--- config.mk ---
export PLATFORM = sky130hd
export DESIGN_NAME = dm_access_ctrl
export DESIGN_NICKNAME = d
export VERILOG_FILES = /design/src/rtl/dm_access_ctrl.sv
export SDC_FILE = /design/constraint.sdc
export NUM_CORES = 1
export LEC_CHECK = 0
export CAP_MARGIN = 20
export CORE_MARGIN = 3
export CORE_UTILIZATION = 40
export DETAILED_ROUTE_END_ITERATION = 10
export PLACE_DENSITY = 0.73
export SETUP_SLACK_MARGIN = 0.2
export SLEW_MARGIN = 10
export SYNTH_ARGS = -nofsm -noshare
export SYNTH_HDL_FRONTEND = slang
export SYNTH_SLANG_ARGS = --single-unit
export TNS_END_PERCENT = 5
--- constraint.sdc ---
create_clock -name clk -period 3.6 [get_ports clk]
set_clock_uncertainty 0.05 [all_clocks]
set_input_delay 0.54 -clock clk [delete_from_list [all_inputs] [get_ports clk]]
set_output_delay 0.54 -clock clk [all_outputs]
set_load 0.02 [all_outputs]
--- src/rtl/dm_access_ctrl.sv ---
// Two-port sequencer/arbiter in front of one word-wide synchronous RAM.
// Handles byte/half/word loads and stores; sub-word stores are read-merge-write.
module dm_access_ctrl #(
  parameter int unsigned ADDR_W = 12
) (
  input  logic              clk,
  input  logic              rst_n,
  input  logic              p0_req,
  input  logic [31:0]       p0_addr,
  input  logic [1:0]        p0_width,
  input  logic              p0_extend,
  input  logic              p0_we,
  input  logic [31:0]       p0_wd,
  output logic              p0_ack,
  output logic              p0_err,
  output logic [31:0]       p0_rdata,
  input  logic              p1_req,
  input  logic [31:0]       p1_addr,
  input  logic [1:0]        p1_width,
  input  logic              p1_extend,
  input  logic              p1_we,
  input  logic [31:0]       p1_wd,
  output logic              p1_ack,
  output logic              p1_err,
  output logic [31:0]       p1_rdata,
  output logic [ADDR_W-1:0] mem_addr,
  output logic              mem_we,
  output logic [31:0]       mem_wd,
  input  logic [31:0]       mem_rd,
  output logic              busy
);

  typedef enum logic [2:0] {IDLE, RD, MERGE, WR, RESP} state_t;

  state_t      state, state_nx;
  logic        last_grant;
  logic        q_port, q_we, q_ext;
  logic [1:0]  q_width, q_lane;
  logic [31:0] q_wd;

  logic        gnt_any, gnt_port, sel_err, sel_we, sel_ext;
  logic [31:0] sel_addr, sel_wd;
  logic [1:0]  sel_width;
  logic        going_resp, resp_port;
  logic [31:0] merged, shifted, load_val;
  logic        unused_addr_bits;

  // Round-robin: on a tie the port that did not win last time is granted.
  assign gnt_any   = p0_req | p1_req;
  assign gnt_port  = p0_req ? (p1_req & ~last_grant) : 1'b1;
  assign sel_addr  = gnt_port ? p1_addr   : p0_addr;
  assign sel_width = gnt_port ? p1_width  : p0_width;
  assign sel_ext   = gnt_port ? p1_extend : p0_extend;
  assign sel_we    = gnt_port ? p1_we     : p0_we;
  assign sel_wd    = gnt_port ? p1_wd     : p0_wd;
  assign unused_addr_bits = ^sel_addr[31:ADDR_W+2];

  always_comb begin
    sel_err = 1'b0;
    case (sel_width)
      2'b01:   sel_err = sel_addr[0];
      2'b10:   sel_err = |sel_addr[1:0];
      2'b11:   sel_err = 1'b1;
      default: sel_err = 1'b0;
    endcase
  end

  always_comb begin
    merged = mem_rd;
    case (q_width)
      2'b00:   merged[{q_lane, 3'b000} +: 8]     = q_wd[7:0];
      2'b01:   merged[{q_lane[1], 4'b0000} +: 16] = q_wd[15:0];
      default: merged = mem_rd;
    endcase
  end

  always_comb begin
    shifted = mem_rd >> {q_lane, 3'b000};
    case (q_width)
      2'b00:   load_val = {{24{q_ext & shifted[7]}}, shifted[7:0]};
      2'b01:   load_val = {{16{q_ext & shifted[15]}}, shifted[15:0]};
      default: load_val = mem_rd;
    endcase
  end

  always_comb begin
    state_nx = state;
    mem_we   = 1'b0;
    mem_wd   = '0;
    case (state)
      IDLE: begin
        if (gnt_any) begin
          if (sel_err)                           state_nx = RESP;
          else if (sel_we && sel_width == 2'b10) state_nx = WR;
          else                                   state_nx = RD;
        end
      end
      RD:    state_nx = MERGE;
      MERGE: begin
        if (q_we) begin
          mem_we = 1'b1;
          mem_wd = merged;
        end
        state_nx = RESP;
      end
      WR: begin
        mem_we   = 1'b1;
        mem_wd   = q_wd;
        state_nx = RESP;
      end
      RESP:    state_nx = IDLE;
      default: state_nx = IDLE;
    endcase
  end

  // Errors jump straight from IDLE to RESP before the request register is
  // loaded, so the responding port comes from the live grant in that case.
  assign going_resp = (state_nx == RESP);
  assign resp_port  = (state == IDLE) ? gnt_port : q_port;
  assign busy       = (state != IDLE);

  always_ff @(posedge clk or negedge rst_n) begin
    if (!rst_n) begin
      state      <= IDLE;
      last_grant <= 1'b1;
      q_port     <= 1'b0;
      q_we       <= 1'b0;
      q_ext      <= 1'b0;
      q_width    <= '0;
      q_lane     <= '0;
      q_wd       <= '0;
      mem_addr   <= '0;
      p0_ack     <= 1'b0;
      p1_ack     <= 1'b0;
      p0_err     <= 1'b0;
      p1_err     <= 1'b0;
      p0_rdata   <= '0;
      p1_rdata   <= '0;
    end else begin
      state <= state_nx;
      if (state == IDLE && gnt_any) begin
        last_grant <= gnt_port;
        q_port     <= gnt_port;
        q_we       <= sel_we;
        q_ext      <= sel_ext;
        q_width    <= sel_width;
        q_lane     <= sel_addr[1:0];
        q_wd       <= sel_wd;
        if (!sel_err) mem_addr <= sel_addr[ADDR_W+1:2];
      end
      p0_ack   <= going_resp & ~resp_port;
      p1_ack   <= going_resp &  resp_port;
      p0_err   <= going_resp & ~resp_port & (state == IDLE);
      p1_err   <= going_resp &  resp_port & (state == IDLE);
      p0_rdata <= (state == MERGE && !q_we && !q_port) ? load_val : '0;
      p1_rdata <= (state == MERGE && !q_we &&  q_port) ? load_val : '0;
    end
  end

endmodule

==> impl_results.md <==
* Leading cell type in the layout, fill and taps excluded: clkdlybuf4s50_1
* Library cells used by synthesis at 61
* R2r worst-path depth at 5
* Routed len/inst at 20.02 um
* Crit. End Element: primary output
* Vias in the first global route at 6,468
* Total clock sinks at 123
* Tightest Hold Check Type: in2async
* Final hold violation count at 0
* Min Tclk post-route at 3586 ps
* CORE AREA at 0.01736 sq mm
* GRT overflow at 0
* Status: complete, no violations
* 1st-pass router iterations at 5
* Die width at 139.5 um
* Remaining DRCs at 0
* Crit share post-route at 0.9960
* HPWL after DPL at 17,440 um
* RSZ-0062 raised after global routing: true
* Syn_area_per_cell at 9.468 sq um
* R2R Setup Slk at 1220 ps
* Total GRT Usage at 0.2425
* R2R Path End: mem_addr[5]
* Yosys top cell by area: dfrtp_1
* Maximum clock insertion buffer count at 2
* Final nets at 1,148
* Layout cell share with drive strength beyond 1 at 0.1169
* CTS tree: built
* Worst EP arrival at 3000 ps
* Die ar. at 0.01946 sq mm
* Post-Route WL at 24,200 um
* Share of the synthesized area in the top cell type at 0.4282
* First-pass GRT wire length at 36,980 um
* Worst EP required at 3010 ps
* Total Power at 7.544 mW
* Drt initial violations at 718
* Cell Area, Synth at 0.007129 sq mm
* Most used DFF post-synth: dfrtp_1
* Synth warnings at 0
* CTS clk-pin slew, worst paths at 60 ps
* Max Cap Viol at 0
* Count of final max-slew check failures at 0
* Most frequent cells in the layout: clkdlybuf4s50_1 (227), dfrtp_1 (121), nand2_1 (115), a21oi_1 (66), o21ai_0 (49)
* Syn_nets at 930
* Initial Utilization at 0.4108
* Hold-fix buffers, CTS at 0
* Endpoints failing setup at 0
* Initial antenna violation count at 0
* Multi-input logic area at 0.003577 sq mm
* Worst vdd rail ir drop at 0.0004833 V
* Worst Setup Path Type: reg2out
* Synth top area cells: dfrtp_1 (43%), mux2i_1 (6.5%), nand2_1 (6.1%)
* Gpl congestion at 0.9340
* Placed cell count at 1,177
* Non-filler instance count after layout at 1,209
* Clk_lat worst skew at 420 ps
* Worst setup SP type: flop
* FFs w/ async S/R, synth at 1.000
* FMAX at 0.2789 GHz
* Reg-to-Reg Start: last_grant
* FILL cells at 1,513
* Diodes inserted at 0
* Maximum number of pins on one net before global-route repair at 79
* #FFs+latches synth at 123
* Leak at 4.876 nW
* CTS H-tree lvls at 4
* Postcts setup bufs at 0
* Root buf cell: clkbuf_16
* DR vias at 6,842
* Area delta synth->final at 46.35%
* Die height at 139.5 um
* Worst rel slew slack at 0.4991
* Fin util at 0.6011
* CP Max Fanout at 30
* Via-per-instance ratio at 5.659
* Final ANT Viol Nets at 0
* Post-synth EDFFs at 0
* Port Buffer Count at 249
* Power per cell area at 723.1 mW/mm^2
* Row count at 48
* Register area share after synthesis at 0.4319
* CTS Buf Count at 17
* FF/Latch Area at 0.003080 sq mm
* Ports at 286
* Gate count of the mapped netlist at 753
* Worst-margin pin slew at 751.4 ps
==> report_power, final <==
part | switching [mW] | total (mW) | internal (mW)
registers | 0.427 | 2.18 | 1.75
logic | 2.00 | 3.52 | 1.52
clock network | 0.673 | 1.85 | 1.17
==> sequential cells by signal (all words and copies together) (netlist names) <==
register	cells
p0_rdata	32
p1_rdata	32
q_wd	32
mem_addr	12
state	3
q_lane	2
q_width	2
last_grant	1
p0_ack	1
p0_err	1
p1_ack	1
p1_err	1
q_ext	1
q_port	1
q_we	1
==> repair_timing <==
item,4_1_cts,5_1_grt
resized for setup,5,18
gates cloned,0,0
endpoints found under the setup margin,26,26
==> cell type report <==
| cell class | instances | area share |
|---|---|---|
| multi-input cells | 517 | 0.3428 |
| flip-flops and latches | 123 | 0.2952 |
| repair buffers | 269 | 0.2579 |
| clock buffers | 17 | 0.04077 |
| well taps | 225 | 0.02698 |
| clock inverters | 15 | 0.02051 |
| inverters | 43 | 0.01571 |
==> stage by stage <==
stage / setup TNS [ps] / hold slack, ps / cell area [sq um] / worst slack (ps)
finish: 0 / 139.9 / 10430 / 14.30
CTS: 0 / 159.7 / 10390 / 38.62
floorplan: 0 / 194.4 / 7129 / 348.9
detailed placement: 0 / 428.6 / 9736 / 268.1
global placement: 0 / 414.1 / 9736 / 250.1
global route: -168.2 / 192.6 / 10430 / -54.37
==> Yosys cell counts (all sizes together) (2+ instances only) <==
master and instances:
nor4b 2, ha 5, or3 2, a22o 43, nor2b 10, a21oi 66, o211ai 2, mux2i 46
nor4bb 3, o21ai 50, nor2 9, o31ai 2, a21o 2, buf 29, or2 3, a22oi 7
nand2b 5, o221ai 8, or4b 2, o22ai 32, nor3 7, and2 9, inv 42, nand3 5
nand2 115, a221oi 33, dfrtp 122, a31oi 3, mux2 32, clkbuf 41, nand4 2
==> critical path, stage by stage, from the launching register on <==
cell             delay (ps)
dfrtp_1                 450
buf_8                   250
ha_1                    240
nor4bb_2                380
buf_4                   220
a221oi_1                 80
a21oi_1                 200
a22o_1                  150
clkdlybuf4s50_1         610
==> worst max-delay path by stage <==
stage | from | to
after detailed placement | q_lane[1] | mem_wd[22]
final | q_lane[1] | mem_wd[17]
after global placement | q_lane[1] | mem_wd[17]
after floorplan | q_lane[0] | mem_wd[23]
after global routing | q_lane[1] | mem_wd[21]
after CTS | q_lane[1] | mem_wd[22]
==> metal layers <==
layer  track usage  vias up  share of wire
met4       0.07158        0          0.024
met2        0.3842      391           0.46
met5             0        -              0
li1              -     3183              -
met3       0.05842       47          0.092
met1        0.3322     3221           0.42
==> cells by family after synthesis <==
group	after synthesis	share of synthesized area
AOI/OAI and AO/OA	256	0.2431
and+or+nand+nor	177	0.1230
DFF	123	0.4319
buffers and inverters	113	0.07020
muxes	79	0.1230
adders and majority gates	5	0.008775
Note: power is estimated with default switching activity, not from simulation.
